===== src/rtl/dot_engine.sv =====
// dot_engine: memory-mapped Q16.16 dot-product accelerator.
// The CPU programs weight/input base addresses, length and bias through the
// slave port, then writes offset 0 to start. The master port fetches one
// weight then one input word per element (one outstanding read at a time),
// multiplies them as signed fixed point and accumulates with 32-bit wrap.
//
// Slave handshake: a CPU read or write completes on a rising edge where its
// strobe is high and slave_waitrequest is low; slave_waitrequest is high for
// the whole run, so any access issued during a run waits for its end.
// Master handshake: a read command is accepted on a rising edge where
// master_read is high and master_waitrequest is low; address and read are held
// until then. Data returns later on a cycle with master_readdatavalid high.
module dot_engine #(
  parameter int FRAC_BITS = 16,
  parameter int ADDR_STEP = 4
) (
  input  logic        clk,
  input  logic        rst,
  output logic        slave_waitrequest,
  input  logic [3:0]  slave_address,
  input  logic        slave_read,
  output logic [31:0] slave_readdata,
  input  logic        slave_write,
  input  logic [31:0] slave_writedata,
  input  logic        master_waitrequest,
  output logic [31:0] master_address,
  output logic        master_read,
  input  logic [31:0] master_readdata,
  input  logic        master_readdatavalid,
  output logic        master_write,
  output logic [31:0] master_writedata,
  output logic [2:0]  dbg_state
);

  typedef enum logic [2:0] {
    S_IDLE   = 3'd0,
    S_REQ_W  = 3'd1,
    S_WAIT_W = 3'd2,
    S_REQ_I  = 3'd3,
    S_WAIT_I = 3'd4,
    S_ACC    = 3'd5
  } state_t;

  state_t state_q, state_d;

  logic [31:0] wbase_q, ibase_q, len_q, bias_q;
  logic [31:0] result_q, acc_q;
  logic [31:0] wptr_q, iptr_q, cnt_q;
  logic [31:0] wreg_q, ireg_q;
  logic        busy_q;

  logic        cpu_write;
  logic        start;
  logic signed [63:0] prod;
  logic [31:0] term;
  logic [31:0] acc_next;

  // A write is only ever accepted while idle, since the slave stalls otherwise.
  assign cpu_write = slave_write && !busy_q && (state_q == S_IDLE);
  assign start     = cpu_write && (slave_address == 4'd0);

  // Signed 32x32 product, rescaled back to the Q format by dropping FRAC_BITS.
  assign prod     = 64'($signed(wreg_q)) * 64'($signed(ireg_q));
  assign term     = 32'(prod >>> FRAC_BITS);
  assign acc_next = acc_q + term;

  assign slave_waitrequest = busy_q;
  assign master_write      = 1'b0;
  assign master_writedata  = 32'd0;
  assign dbg_state         = state_q;

  // State register.
  always_ff @(posedge clk) begin
    if (rst) state_q <= S_IDLE;
    else     state_q <= state_d;
  end

  // Next-state logic and master command outputs.
  always_comb begin
    state_d        = state_q;
    master_read    = 1'b0;
    master_address = 32'd0;
    case (state_q)
      S_IDLE: begin
        if (start && (len_q != 32'd0)) state_d = S_REQ_W;
      end
      S_REQ_W: begin
        master_read    = 1'b1;
        master_address = wptr_q;
        if (!master_waitrequest) state_d = S_WAIT_W;
      end
      S_WAIT_W: begin
        if (master_readdatavalid) state_d = S_REQ_I;
      end
      S_REQ_I: begin
        master_read    = 1'b1;
        master_address = iptr_q;
        if (!master_waitrequest) state_d = S_WAIT_I;
      end
      S_WAIT_I: begin
        if (master_readdatavalid) state_d = S_ACC;
      end
      S_ACC: begin
        state_d = (cnt_q == 32'd1) ? S_IDLE : S_REQ_W;
      end
      default: state_d = S_IDLE;
    endcase
  end

  // Register read mux; offset 0 is the result, unmapped offsets read zero.
  always_comb begin
    slave_readdata = 32'd0;
    if (slave_read) begin
      case (slave_address)
        4'd0:    slave_readdata = result_q;
        4'd1:    slave_readdata = wbase_q;
        4'd2:    slave_readdata = ibase_q;
        4'd3:    slave_readdata = len_q;
        4'd4:    slave_readdata = bias_q;
        default: slave_readdata = 32'd0;
      endcase
    end
  end

  // Configuration registers, writable only while idle.
  always_ff @(posedge clk) begin
    if (rst) begin
      wbase_q <= 32'd0;
      ibase_q <= 32'd0;
      len_q   <= 32'd0;
      bias_q  <= 32'd0;
    end else if (cpu_write) begin
      case (slave_address)
        4'd1:    wbase_q <= slave_writedata;
        4'd2:    ibase_q <= slave_writedata;
        4'd3:    len_q   <= slave_writedata;
        4'd4:    bias_q  <= slave_writedata;
        default: ;
      endcase
    end
  end

  // Run datapath: pointers, element count, operand latches, accumulator, result.
  always_ff @(posedge clk) begin
    if (rst) begin
      acc_q    <= 32'd0;
      result_q <= 32'd0;
      wptr_q   <= 32'd0;
      iptr_q   <= 32'd0;
      cnt_q    <= 32'd0;
      wreg_q   <= 32'd0;
      ireg_q   <= 32'd0;
    end else begin
      case (state_q)
        S_IDLE: begin
          if (start) begin
            acc_q  <= bias_q;
            wptr_q <= wbase_q;
            iptr_q <= ibase_q;
            cnt_q  <= len_q;
            if (len_q == 32'd0) result_q <= bias_q;
          end
        end
        S_WAIT_W: if (master_readdatavalid) wreg_q <= master_readdata;
        S_WAIT_I: if (master_readdatavalid) ireg_q <= master_readdata;
        S_ACC: begin
          acc_q  <= acc_next;
          wptr_q <= wptr_q + 32'(ADDR_STEP);
          iptr_q <= iptr_q + 32'(ADDR_STEP);
          cnt_q  <= cnt_q - 32'd1;
          if (cnt_q == 32'd1) result_q <= acc_next;
        end
        default: ;
      endcase
    end
  end

  // Slave stall flag: high for every cycle the engine is away from idle.
  always_ff @(posedge clk) begin
    if (rst) busy_q <= 1'b0;
    else     busy_q <= (state_d != S_IDLE);
  end

endmodule


===== config.mk =====
export PLATFORM = sky130hd
export DESIGN_NAME = dot_engine
export DESIGN_NICKNAME = d
export VERILOG_FILES = /design/src/rtl/dot_engine.sv
export SDC_FILE = /design/constraint.sdc
export NUM_CORES = 2
export LEC_CHECK = 0
export CORE_ASPECT_RATIO = 0.9
export CORE_MARGIN = 1.5
export CORE_UTILIZATION = 45
export CTS_CLUSTER_DIAMETER = 150
export DETAILED_ROUTE_END_ITERATION = 12
export MAX_ROUTING_LAYER = met4
export PLACE_DENSITY = 0.66
export SYNTH_ARGS = -nofsm -noshare
export SYNTH_HDL_FRONTEND = slang
export SYNTH_SLANG_ARGS = --single-unit
export TNS_END_PERCENT = 20

===== constraint.sdc =====
create_clock -name clk -period 10.82 [get_ports clk]
set_input_delay 3.246 -clock clk [delete_from_list [all_inputs] [get_ports clk]]
set_output_delay 3.246 -clock clk [all_outputs]
set_load 0.02 [all_outputs]

# Yosys cells after proc, flatten, opt, wreduce, memory -nomap -nowiden
# Index checks and enable logic that the tools add are counted.
[classes] n_addsub=4 multipliers=1 n_eq_ne=13 n_mux=23 n_reduce_logical=20
[op_table] operator="$pmux W32 S2" count=6
[op_table] operator="$mux W32" count=8
[op_table] operator="$pmux W32 S5" count=1
[op_table] operator="$add A32 B3 Y32 const B" count=2
[op_table] operator="$mul A32 B32 Y48" count=1
[op_table] operator="$add A32 B32 Y32" count=1
[op_table] operator="$eq A32 B1 Y1 const B" count=1
[op_table] operator="$logic_not A32 Y1" count=1
[op_table] operator="$reduce_bool A32 Y1" count=1
[op_table] operator="$sub A32 B1 Y32 const B" count=1
[op_table] operator="$pmux W3 S6" count=1
[op_table] operator="$mux W3" count=5
[op_table] operator="$reduce_and A2 Y1" count=7
[op_table] operator="$eq A4 B2 Y1 const B" count=2
[op_table] operator="$eq A3 B2 Y1 const B" count=2
[op_table] operator="$eq A3 B3 Y1 const B" count=2
[op_table] operator="$eq A4 B1 Y1 const B" count=1
[op_table] operator="$eq A4 B3 Y1 const B" count=1
[op_table] operator="$logic_and A1 B1 Y1" count=4
[op_table] operator="$logic_not A4 Y1" count=1
[op_table] operator="$ne A2 B2 Y1 const B" count=2
[op_table] operator="$reduce_and A4 Y1" count=1
[op_table] operator="$eq A3 B1 Y1 const B" count=1
[op_table] operator="$logic_not A3 Y1" count=1
[op_table] operator="6 further kinds" count=7
[totals] register_bits=356 inputBits=74 out_inout_bits=102 elab_cells=74

# Longest topological paths before layout
[logic_depth] depth_word=8 ltp_mapped=40

# Least setup slack after synthesis
# No wires, ideal clock.
[synth_timing] kind="reg2reg" start="reg ireg_q[8]" end="reg result_q[31]" setup_time_ns=0.087 arrival_ns=9.205 setup_slack_ns=1.528 path_stages_with_launch=39 n_path_buf=1 cell_sequence="dfxtp_1 > clkbuf_1 > nand2_1 > fa_1 > inv_1 > fa_1 > fa_1 > inv_1 > fa_1 > inv_1 > fa_1 > ha_1 > fa_1 > inv_1 > fa_1 > inv_1 > ha_1 > and3_1 > [3 not listed] > a211oi_1 > nor2_1 > a311oi_1 > o21ai_0 > a211o_1 > a21oi_1 > xnor2_1 > ha_1 > a21oi_1 > nand2_1 > o31ai_1 > a31oi_1 > a31oi_1 > nor3_1 > a311oi_1 > o21ai_0 > a31o_2 > o31ai_1"
[synth_between] elab_chain_len=4
[synth_rtl] item="start, declared" line_no="49" source="logic [31:0] wreg_q, ireg_q;"
[synth_rtl] item="start signal, assigned" line_no="165" source="S_WAIT_I: if (master_readdatavalid) ireg_q <= master_readdata;"
[synth_rtl] item="$mul A32 B32 Y48" line_no="63" source="assign prod = 64'($signed(wreg_q)) * 64'($signed(ireg_q));"
[synth_rtl] item="$add A32 B32 Y32" line_no="65" source="assign acc_next = acc_q + term;"
[synth_rtl] item="$mux W32" line_no="171" source="if (cnt_q == 32'd1) result_q <= acc_next;"
[synth_rtl] item="$pmux W32 S2" line_no="154" source="case (state_q)"
[synth_rtl] item="end signal, assigned" line_no="161" source="if (len_q == 32'd0) result_q <= bias_q;"
[synth_rtl] item="end signal, assigned" line_no="171"
[synth_rtl] item="end, declared" line_no="47" source="logic [31:0] result_q, acc_q;"
# Every way passes these cells. The select of a mux whose other input is x is not followed.
# A chain may end at the register's enable or synchronous reset.

# Worst setup path after layout
[layout_timing] start="reg wreg_q[6]" end="reg result_q[31]"
[layout_between] elab_chain_len=4
[layout_rtl] item="start, declared" line_no="49"
[layout_rtl] item="start signal, assigned" line_no="164" source="S_WAIT_W: if (master_readdatavalid) wreg_q <= master_readdata;"
[layout_rtl] item="$mul A32 B32 Y48" line_no="63"
[layout_rtl] item="$add A32 B32 Y32" line_no="65"
[layout_rtl] item="$mux W32" line_no="171"
[layout_rtl] item="$pmux W32 S2" line_no="154"
# Every way passes these cells. The select of a mux whose other input is x is not followed.

==> impl_metrics.yaml <==
timing:
  final_hold_slack_ns: 0.459
  finalSetupViolCount: 0
  fin_worst_skew_ns: 0.0332
  relSlewSlack_pct: 13.4
  worst_pin_slew_ns: 1.29
  slew_violations: 0
  final.min_clock_period_ns: 10.14
  report.final.hold_viol_count: 0
  final_min_period_over_clock_period_pct: 93.7
  fmax_ghz: 0.0986
clocking:
  tritoncts_num_sinks: 356
  cts_max_path_buffers: 3
  clock_pin_slew_on_the_worst_setup_and_hold_paths_ns: 0.06
  holdBufCountCts: 0
  clk_latency_ns: 0.62
  number_of_cts_inserted_buffers: 42
  cts_tree: "built"
  htree_levels: 2
  cts_root_buf: "clkbuf_16"
  cts_setup_buffers: 0
floorplanning:
  row_count: 111
  die_h_microns: 306
  floorplan.die.width_microns: 340
  core_area_sq_um: 102000
  floorplan.initialDensity_pct: 45.3
  io_pins: 176
  dieArea_sq_um: 104000
grt:
  via_count_of_the_first_global_routing_pass: 37685
  globalRoute.totalOverflow: 0
  antenna_violations_before_repair: 1
  overall_routing_resource_usage_pct: 26.7
  grt_start_max_net_pins: 199
  grt_pass1_wl_microns: 213000
status:
  run_status: "complete, no violations"
hold_path:
  hold_path_depth: 2
  min-delay-path-class: "reg -> reg"
routing:
  routed_via_density: 5.52
  route.final.wire_length_microns: 133000
  drc: 0
  drtPass1Iterations: 9
  dr.first_iter.drc_count: 3290
  route.detailed.wl_per_inst_microns: 19.8
  antenna_violating_nets_post_route: 0
  num_vias: 37208
setup_path:
  worst_r2r_path_depth: 37
  timing.critical_path.mode_cell: "fa_1"
  crit_fanout: 23
  crit_type: "reg -> reg"
  crit_path_end_kind: "register"
  critPathRequiredTime_ns: 11.35
  critPathMaxStageDelay_ns: 0.57
  cp_slowest_cell: "dfxtp_1"
  critPathLaunchType: "register"
  timing.critical_path.arrival_ns: 10.67
power:
  power_density_nw_per_um2: 60.8
  power.ir.vdd_worst_uv: 103
  power.sequential.fraction_pct: 44.0
  net-switching-power_mw: 0.779
  static-leakage-power_nw: 22.3
  cellInternalPower_mw: 2.26
  clkPwrFrac_pct: 50.7
  finalPower_mw: 3.04
  p_comb_share_pct: 5.2
  power.switching_fraction_pct: 25.6
placement:
  placedCellCount: 6665
  port_buffers: 142
  dp_hpwl_microns: 104000
  gp_congestion: 0.886
cells_and_area:
  register_area_sq_um: 7140
  nFillCells: 9729
  final_cells: 6740
  area_delta_synth_final_pct: 8.62
  area_of_the_multi_input_gates_sq_um: 34500
  num-nets-final: 6469
  share_of_post_route_cells_with_drive_strength_above_1_pct: 3.88
yosys:
  seq_total_area_yosys_pct: 15.5
  syn-mean-instance-area_sq_um: 8.50
  syn_area_sq_um: 46000
  synthMostInstantiatedCell: "nand2_1"
  async_reset_ff_share_pct: 0
  synth_largest_type_area_fraction_pct: 36.5
  synth-edff-count: 0
  synth.yosys.warnings: 0
  yosys-top-cells-area: "fa_1 37%, dfxtp_1 15%, nand2_1 7.7%"
  synthesis.instances: 5416
  synth_ff_type: "dfxtp_1"
  synth_seq_cells: 356
  synth_top_cell_by_area: "fa_1"
  synth_cell_type_count: 71
  synth_top_cells_by_count: "940 x nand2_1, 839 x fa_1, 807 x inv_1"
run:
  cap_violations: 0
[final cells by class]
cell class              count  area share [%]
clock inverters            17           0.546
well taps                1356            3.39
multi-input cells        3910            69.0
flip-flops and latches    356            14.3
diodes                      1         0.00501
repair buffers            236            4.29
inverters                 807            6.06
clock buffers              57            2.42
[path summary, 6_finish.rpt]
check	slack (ns)	startpoint	end
hold reg to reg	0.46	wptr_q[0]	wptr_q[0]
hold / removal	0.46	wptr_q[0]	wptr_q[0]
setup reg to reg	0.68	wreg_q[6]	result_q[31]
setup / recovery	0.68	wreg_q[6]	result_q[31]
[layout by cell type (no fill, tap or decap), types with 38 or more instances in the layout]
master           count
ha_1               203
o21ai_0             83
dfxtp_1            347
a222oi_1            39
inv_1              807
nor2_1             226
a21oi_1            431
nand3_1             46
xnor2_1             71
and2_1             505
clkdlybuf4s50_1    141
nand2_1            936
nor3_1              60
a22oi_1             42
fa_1               839
buf_4               93
a211oi_1            38
clkbuf_16           42
[power groups by stage]
stage | Clock, mW | Combinational [mW] | Sequential (mW)
finish | 1.54 | 0.159 | 1.34
global route | 1.61 | 0.170 | 1.34
CTS | 1.56 | 0.156 | 1.34
detailed placement | 0 | 0.156 | 1.37
global placement | 0 | 0.155 | 1.37
floorplan | 0 | 0.0926 | 1.36
[worst max-delay path, delay by kind of cell (launching register included)]
family                   cells  cell delay (ns)
adder cells (fa/ha/maj)     10             4.13
AO/OA/AOI/OAI               16             3.83
buffers and inverters        5             0.75
AND/OR/NAND/NOR              5             0.62
flip-flops                   1             0.57
XOR/XNOR                     1             0.15
[through the flow]
stage / area [sq um] / util, % / setup TNS (ns) / worst slack (ns)
after global routing: 50000 / 49.2 / -0.000498 / -0.000498
after CTS: 50000 / 49.1 / 0 / 0.551
after global placement: 48500 / 47.7 / 0 / 0.665
final: 50000 / 49.2 / 0 / 0.679
after floorplan: 46100 / - / 0 / 1.53
after detailed placement: 48500 / 47.7 / 0 / 0.595
[cell families after synthesis]
kind of cell / share of synthesized area, %
AO/OA/AOI/OAI: 10.3
XOR/XNOR: 1.83
adder cells (fa/ha/maj): 42.0
buffers and inverters: 9.94
flip-flops: 15.5
multiplexers: 0.764
other: 0.00815
AND/OR/NAND/NOR: 19.6
[repair_timing]
item                                   CTS  global route
endpoints found under the hold margin    0             0
setup endpoints to repair                0             8
gates resized for setup                  0             7
[routing by layer]
layer | wire, microns | vias up | part of all wire [%] | track usage (%)
li1 | - | 16660 | - | -
met2 | 63700 | 1415 | 48 | 42.6
met1 | 53900 | 18841 | 40 | 34.2
met3 | 9120 | 292 | 6.8 | 3.25
met5 | 0 | - | 0 | -
met4 | 6740 | 0 | 5.0 | 11.9
Note: power is estimated with default switching activity, not from simulation.
